**config.mk**
```make
export PLATFORM = sky130hd
export DESIGN_NAME = bsg_manycore_tag_packet_tx
export DESIGN_NICKNAME = d
export VERILOG_FILES = /design/src/rtl/bsg_manycore_tag_packet_tx.sv
export SDC_FILE = /design/constraint.sdc
export NUM_CORES = 1
export LEC_CHECK = 0
export ABC_AREA = 1
export CORE_AREA = 10 10 78 80
export DETAILED_ROUTE_END_ITERATION = 16
export DIE_AREA = 0 0 88 90
export PLACE_DENSITY = 0.77
export SYNTH_ARGS = -nofsm -noshare
export SYNTH_HDL_FRONTEND = slang
export SYNTH_SLANG_ARGS = --single-unit
export TNS_END_PERCENT = 50
```
**constraint.sdc**
```tcl
create_clock -name clk_i -period 2.7 [get_ports clk_i]
set_input_delay 0.405 -clock clk_i [delete_from_list [all_inputs] [get_ports clk_i]]
set_output_delay 0.405 -clock clk_i [all_outputs]
set_load 0.01 [all_outputs]
```
**src/rtl/bsg_manycore_tag_packet_tx.sv**
```systemverilog
// Serial bsg_tag packet transmitter: one packet per valid/ready handshake, shifted out MSB-first on tag_data_o.
// Frame = start bit | node_id | data_not_reset | len | payload[len-1:0], followed by gap_p zero bits.
module bsg_manycore_tag_packet_tx #(
  parameter  int num_clients_p       = 32,
  parameter  int max_payload_width_p = 15,
  parameter  int bit_period_p        = 1,
  parameter  int gap_p               = 2,
  parameter  int init_zeros_p        = 8,
  localparam int lg_els_lp           = $clog2(num_clients_p),
  localparam int lg_width_lp         = $clog2(max_payload_width_p+1)
) (
  input  logic                           clk_i,
  input  logic                           reset_n_i,
  input  logic                           v_i,
  input  logic [lg_els_lp-1:0]           node_id_i,
  input  logic                           data_not_reset_i,
  input  logic [lg_width_lp-1:0]         len_i,
  input  logic [max_payload_width_p-1:0] payload_i,
  output logic                           ready_o,
  output logic                           tag_data_o,
  output logic                           busy_o
);

  localparam int per_w_lp   = $clog2(bit_period_p+1);
  localparam int max_a_lp   = (lg_els_lp > lg_width_lp) ? lg_els_lp : lg_width_lp;
  localparam int max_b_lp   = (max_a_lp > max_payload_width_p) ? max_a_lp : max_payload_width_p;
  localparam int max_c_lp   = (max_b_lp > gap_p) ? max_b_lp : gap_p;
  localparam int cnt_max_lp = (max_c_lp > init_zeros_p) ? max_c_lp : init_zeros_p;
  localparam int cnt_w_lp   = $clog2(cnt_max_lp+1);

  typedef logic [per_w_lp-1:0] per_t;
  typedef logic [cnt_w_lp-1:0] cnt_t;

  localparam per_t per_reload_lp = per_t'(bit_period_p-1);

  typedef enum logic [2:0] {
    S_INIT, S_IDLE, S_START, S_NODE, S_DNR, S_LEN, S_PAYLOAD, S_GAP
  } state_e;

  state_e                         state_q, state_d;
  per_t                           per_q, per_d;
  cnt_t                           bit_q, bit_d;
  logic [lg_els_lp-1:0]           node_q, node_d;
  logic                           dnr_q, dnr_d;
  logic [lg_width_lp-1:0]         len_q, len_d;
  logic [max_payload_width_p-1:0] pay_q, pay_d;
  logic                           tag_q, tag_d;
  logic [lg_els_lp-1:0]           node_sh;
  logic [lg_width_lp-1:0]         len_sh;
  logic [max_payload_width_p-1:0] pay_sh;

  always_comb begin
    state_d = state_q;
    per_d   = per_q;
    bit_d   = bit_q;
    node_d  = node_q;
    dnr_d   = dnr_q;
    len_d   = len_q;
    pay_d   = pay_q;
    tag_d   = 1'b0;
    node_sh = '0;
    len_sh  = '0;
    pay_sh  = '0;

    if (state_q == S_IDLE) begin
      if (v_i) begin
        state_d = S_START;
        per_d   = per_reload_lp;
        bit_d   = '0;
        node_d  = node_id_i;
        dnr_d   = data_not_reset_i;
        len_d   = len_i;
        pay_d   = payload_i;
      end
    end else if (per_q != '0) begin
      per_d = per_q - per_t'(1);
    end else begin
      per_d = per_reload_lp;
      if (bit_q != '0) begin
        bit_d = bit_q - cnt_t'(1);
      end else begin
        // Last bit of the current field: load the next field's MSB index.
        case (state_q)
          S_START: begin state_d = S_NODE; bit_d = cnt_t'(lg_els_lp-1);   end
          S_NODE:  begin state_d = S_DNR;  bit_d = '0;                     end
          S_DNR:   begin state_d = S_LEN;  bit_d = cnt_t'(lg_width_lp-1); end
          S_LEN: begin
            if (len_q != '0) begin
              state_d = S_PAYLOAD;
              bit_d   = cnt_t'(len_q) - cnt_t'(1);
            end else begin
              state_d = S_GAP;
              bit_d   = cnt_t'(gap_p-1);
            end
          end
          S_PAYLOAD: begin state_d = S_GAP; bit_d = cnt_t'(gap_p-1); end
          default:   state_d = S_IDLE;
        endcase
      end
    end

    // The output flop holds the bit belonging to the next state/index.
    node_sh = node_d >> bit_d;
    len_sh  = len_d >> bit_d;
    pay_sh  = pay_d >> bit_d;
    case (state_d)
      S_START:   tag_d = 1'b1;
      S_NODE:    tag_d = node_sh[0];
      S_DNR:     tag_d = dnr_d;
      S_LEN:     tag_d = len_sh[0];
      S_PAYLOAD: tag_d = pay_sh[0];
      default:   tag_d = 1'b0;
    endcase
  end

  always_ff @(posedge clk_i) begin
    if (!reset_n_i) begin
      state_q <= S_INIT;
      per_q   <= per_reload_lp;
      bit_q   <= cnt_t'(init_zeros_p-1);
      node_q  <= '0;
      dnr_q   <= 1'b0;
      len_q   <= '0;
      pay_q   <= '0;
      tag_q   <= 1'b0;
    end else begin
      state_q <= state_d;
      per_q   <= per_d;
      bit_q   <= bit_d;
      node_q  <= node_d;
      dnr_q   <= dnr_d;
      len_q   <= len_d;
      pay_q   <= pay_d;
      tag_q   <= tag_d;
    end
  end

  always_ff @(posedge clk_i) begin
    if (reset_n_i && v_i && state_q == S_IDLE)
      assert (int'(len_i) <= max_payload_width_p);
  end

  assign ready_o    = (state_q == S_IDLE);
  assign busy_o     = (state_q != S_IDLE);
  assign tag_data_o = tag_q;

endmodule
```
Yosys cells after proc, flatten, opt, wreduce, memory -nomap -nowiden --
Cells that the tools add are included.
Storage, ports and cells: register bits 34, bits of input ports 28, output and inout bits 3, word-level logic and storage cells 53
Operators by class: $add $sub $neg 3, eq/ne operators 13, shift-type cells 3, mux-type cells 24, reductions and logical operators 2
Operators by type and width (count):
- 15-bit two-way mux | 2
- 4-bit two-way mux | 7
- 4-bit case mux with 5 select lines | 1
- 3-bit == test, second input constant | 6
- 3-bit case mux with 5 select lines | 1
- 15-bit by 4-bit right shift with 1-bit output | 1
- 3-bit by 2-bit == test with 1-bit output, second input constant | 4
- 3-bit two-way mux | 4
- 5-bit two-way mux | 2
- 4-bit nonzero test | 2
- 4-bit by 1-bit subtractor with 4-bit output, second input constant | 2
- 1-bit two-way mux | 6
- 1-bit case mux with 5 select lines | 1
- 5-bit by 4-bit right shift with 1-bit output | 1
- 4-bit by 4-bit right shift with 1-bit output | 1
- 3-bit by 1-bit == test with 1-bit output, second input constant | 1
- 3-bit by 1-bit != test with 1-bit output, second input constant | 1
- 2-bit != test, second input constant | 1
- 1-bit subtractor, second input constant | 1

Logic depth before layout (Yosys ltp) --
depth in word-level cells 8, gate-level depth with buffers 21, gate-level depth less buffers 20

Least setup slack after synthesis --
Ideal clock, no wire load.
path type reg2reg, from register bit_q[0], to register tag_q (netlist: tag_data_o), arrival time 1.858 ns, required time 2.569 ns, setup slack 0.711 ns, stages on the path, launching flop included 19, clock period less this slack 1.989 ns, path through dfxtp_1 -> inv_1 -> ha_1 -> nand2_2 -> inv_2 -> nand2_1 -> nand2_1 -> nor2_2 -> nand2_2 -> nand3b_1 -> nand2_1 -> nand2_1 -> nand3_1 -> nand2_1 -> inv_1 -> nand2_1 -> nand2_1 -> nand2_1 -> a21oi_2
Between the ends: cells in the longest elaborated chain, start to end 6, elaborated cells on any way between the ends 19
RTL lines:
- from (decl) | RTL line 42 | cnt_t bit_q, bit_d;
- from (signal assigned) | RTL line 120 | bit_q <= cnt_t'(init_zeros_p-1);
- from (signal assigned) | RTL line 129 | bit_q <= bit_d;
- 4-bit by 1-bit subtractor with 4-bit output (tied with other cells) | RTL line 80 | bit_d = bit_q - cnt_t'(1);
- 4-bit two-way mux / 3-bit two-way mux (equally long branches) | RTL line 79 | if (bit_q != '0) begin
- 4-bit two-way mux / 3-bit two-way mux (equally long branches) | RTL line 75 | end else if (per_q != '0) begin
- 4-bit two-way mux / 3-bit two-way mux (equally long branches) | RTL line 65 | if (state_q == S_IDLE) begin
- 15-bit by 4-bit right shift with 1-bit output (tied with other cells) | RTL line 105 | pay_sh = pay_d >> bit_d;
- 1-bit case mux with 5 select lines (*) | RTL line 106 | case (state_d)
- to (signal assigned) | RTL line 134 | tag_q <= tag_d;
- to (decl) | RTL line 47 | logic tag_q, tag_d;
Every way passes the cells marked *; elsewhere a longest branch is shown, timed or not. A chain may end at the register's enable or synchronous reset.

Worst setup path in the final report --
Ends and elaborated chain as after synthesis.

==> impl_metrics.env <==
export IMPL_dpl_hpwl_um=3861
export IMPL_grt_pass1_wl_um=8832
export IMPL_synth_async_reset_ratio_pct=0
export IMPL_synth_simple_area_share_pct=40.62
export IMPL_die_h_um=90
export IMPL_finalSetupViolCount=0
export IMPL_dieArea_mm2=0.007920
export IMPL_worstMarginPinSlew_ns=0.4001
export IMPL_arrival_ns=2.54
export IMPL_fin_worst_skew_ns=0.008579
export IMPL_drt_wl_total_um=4950
export IMPL_fin_cells=398
export IMPL_clock_sinks=33
export IMPL_cellPowerDensity_mw_per_mm2=409.1
export IMPL_synthMuxAreaShare_pct=4.843
export IMPL_vias=2003
export IMPL_pwr_share_clk_pct=34.9
export IMPL_swShare_pct=26.67
export IMPL_yosysMostFrequentCell="nand2_1"
export IMPL_first_pass_iters=5
export IMPL_grt_use_total_pct=13.38
export IMPL_grt_pass1_vias=2038
export IMPL_status="complete, no violations"
export IMPL_drt_iter0_drc=144
export IMPL_leakagePower_nw=1.172
export IMPL_avgSynthCellArea_um2=6.625
export IMPL_cts_made_buffers=5
export IMPL_regToRegSetupSlack_ns=0.34
export IMPL_die_x_um=88
export IMPL_drive_above_1_share_pct=9.012
export IMPL_synthCells=312
export IMPL_end_kind="flop"
export IMPL_synth_area_leaders="dfxtp_1, nand2_1, nand3_1"
export IMPL_finalSetupTns_ns=0
export IMPL_reg2reg_to="tag_data_o$_SDFF_PN0_"
export IMPL_area_growth_pct=20.22
export IMPL_post_route_period_util_pct=87.30
export IMPL_synthXorXnorAreaFrac_pct=1.271
export IMPL_synth_nets=344
export IMPL_post_place_cells=390
export IMPL_grt_max_degree=22
export IMPL_syn_cell_area_mm2=0.002067
export IMPL_clock_path_buffers=2
export IMPL_wl_per_cell_um=12.44
export IMPL_antenna_found_initial=0
export IMPL_regArea_um2=660.6
export IMPL_fillCellCount=445
export IMPL_pin_count=31
export IMPL_reg2reg_depth=18
export IMPL_vdd_drop_max_mv=0.3380
export IMPL_finalCriticalPeriod_ns=2.357
export IMPL_initial_core_util_pct=44.95
export IMPL_cts_tree="built"
export IMPL_diodes=0
export IMPL_grt_overflow=0
export IMPL_nNetsFinal=375
export IMPL_crit_fanout=10
export IMPL_avgViaCountPerCell=5.033
export IMPL_clock_latency_ns=0.29
export IMPL_htreeDepth=2
export IMPL_core_mm2=0.004598
export IMPL_slew_violations=0
export IMPL_yosysWarnings=0
export IMPL_synth_edff_count=0
export IMPL_hold_viol_final=0
export IMPL_max_cap_violations=0
export IMPL_synth_fa_ha_area_share_pct=2.421
export IMPL_synth_top_area_cell="dfxtp_1"
export IMPL_synth_top_family_by_area="simple AND/OR/NAND/NOR gates"
export IMPL_ys_types=32
export IMPL_combPwrFrac_pct=15.8
export IMPL_hp_class="flop to flop"
export IMPL_rr_startpoint="bit_q[0]$_SDFF_PN1_"
export IMPL_min_path_cells=2
export IMPL_startpoint_type="flop"
export IMPL_slew_headroom_pct=73.29
export IMPL_path_clk_slew_ns=0.07
export IMPL_drc=0
export IMPL_synth_compound_area_share_pct=9.201
export IMPL_multi_input_area_mm2=0.001206
export IMPL_worstSetupPathType="flop to flop"
export IMPL_portBuffers=30
export IMPL_dominantRegCellSynth="dfxtp_1"
export IMPL_synth_seq_cells=33
export IMPL_hp_start="pay_q[1]$_SDFF_PN0_"
export IMPL_required_ns=2.88
export IMPL_hold_end="pay_q[1]$_SDFF_PN0_"
export IMPL_p_seq_share_pct=49.3
export IMPL_cts_setup_buffers=0
export IMPL_yosys_area_top_type_share_pct=31.96
export IMPL_internal_power_mw=0.7455
export IMPL_placementRows=25
export IMPL_synth_common_cells="nand2_1, dfxtp_1, nor2_1, nand3_1, inv_1"
export IMPL_rsz0062_at_grt="no"
export IMPL_switchingPower_mw=0.2712
export IMPL_cts_resized=0
export IMPL_cts_root_buffer="clkbuf_8"
export IMPL_gp_congestion=0.9287
export IMPL_hold_buffers=0
export IMPL_antenna_left=0
export IMPL_max_freq_mhz=424.2
export IMPL_yosysSeqAreaShare_pct=31.96
## power groups by stage
stage | Combinational [mW] | Sequential, mW | Clock [mW]
after CTS | 0.161 | 0.501 | 0.365
final | 0.161 | 0.502 | 0.354
after global routing | 0.185 | 0.502 | 0.382
after global placement | 0.159 | 0.512 | 0
after floorplan | 0.0955 | 0.510 | 0
after detailed placement | 0.160 | 0.513 | 0
## registers in the layout, summed over array words and instances (netlist names)
register and flops:
len_q 4, bit_q 4, tag_data_o 1, state_q 3, dnr_q 1, node_q 5
pay_q 15
## kinds of logic after synthesis
| group | after synthesis |
|---|---|
| AOI/OAI and AO/OA | 35 |
| xor gates and xnor gates | 3 |
| adders and majority gates | 4 |
| buffers and inverters | 43 |
| DFF | 33 |
| muxes | 10 |
| and+or+nand+nor | 184 |
## cells in the final DEF (no fill, tap or decap), types with 5 or more instances in the layout
| cell type | n |
|---|---|
| nand2_1 | 95 |
| nor2_1 | 33 |
| dfxtp_1 | 33 |
| nand3_1 | 32 |
| clkdlybuf4s50_1 | 30 |
| inv_1 | 29 |
| a21oi_1 | 15 |
| o21ai_0 | 11 |
| mux2i_1 | 10 |
| clkbuf_8 | 5 |
## critical path, stage by stage (launching register included)
cell	delay [ns]
dfxtp_1	0.38
inv_1	0.13
ha_1	0.26
nand2_2	0.19
inv_2	0.12
nand2_1	0.08
nand2_1	0.09
nor2_2	0.26
nand2_2	0.15
nand3b_1	0.11
nand2_1	0.05
nand2_1	0.05
nand3_1	0.06
nand2_1	0.06
inv_1	0.04
nand2_1	0.04
nand2_1	0.05
nand2_1	0.06
a21oi_2	0.05
## per-stage QoR
| stage | cell area (um^2) | power (mW) | hold WS, ns | utilization (%) | worst slack, ns |
|---|---|---|---|---|---|
| after detailed placement | 2402 | 0.6722 | 0.4598 | 52.24 | 0.2760 |
| after CTS | 2485 | 1.027 | 0.4707 | 54.04 | 0.3537 |
| final | 2485 | 1.017 | 0.4697 | 54.04 | 0.3428 |
| after global placement | 2402 | 0.6710 | 0.4561 | 52.24 | 0.3163 |
| after global routing | 2485 | 1.069 | 0.4905 | 54.04 | 0.01256 |
| after floorplan | 2067 | 0.6052 | 0.4462 | - | 0.7115 |
## layout make-up
| class | count | share of cell area (%) |
|---|---|---|
| Multi-Input combinational cell | 236 | 48.54 |
| Sequential cell | 33 | 26.59 |
| Timing Repair Buffer | 32 | 13.19 |
| Inverter | 35 | 5.639 |
| Clock buffer | 6 | 2.920 |
| Tap cell | 54 | 2.719 |
| Clock inverter | 2 | 0.4028 |
## how the worst max path moves through the flow
stage | from | cells after the start | endpoint | slack (ns)
after detailed placement | v_i | 17 | tag_data_o$_SDFF_PN0_ | 0.28
after floorplan | bit_q[0]$_SDFF_PN1_ | 18 | tag_data_o$_SDFF_PN0_ | 0.71
after global placement | v_i | 17 | tag_data_o$_SDFF_PN0_ | 0.32
after global routing | bit_q[0]$_SDFF_PN1_ | 18 | tag_data_o$_SDFF_PN0_ | 0.01
final | bit_q[0]$_SDFF_PN1_ | 18 | tag_data_o$_SDFF_PN0_ | 0.34
after CTS | bit_q[0]$_SDFF_PN1_ | 18 | tag_data_o$_SDFF_PN0_ | 0.35
## routing by layer
metal | share of wire, % | up-vias | wire, um | track usage [%]
met4 | 1.7 | 0 | 85 | 5.053
met3 | 6.8 | 10 | 336 | 5.054
li1 | - | 1058 | - | -
met2 | 48 | 58 | 2357 | 22.33
met1 | 44 | 877 | 2170 | 14.77
met5 | 0 | - | 0 | 0
No activity file was read; power rests on OpenSTA's default activity.
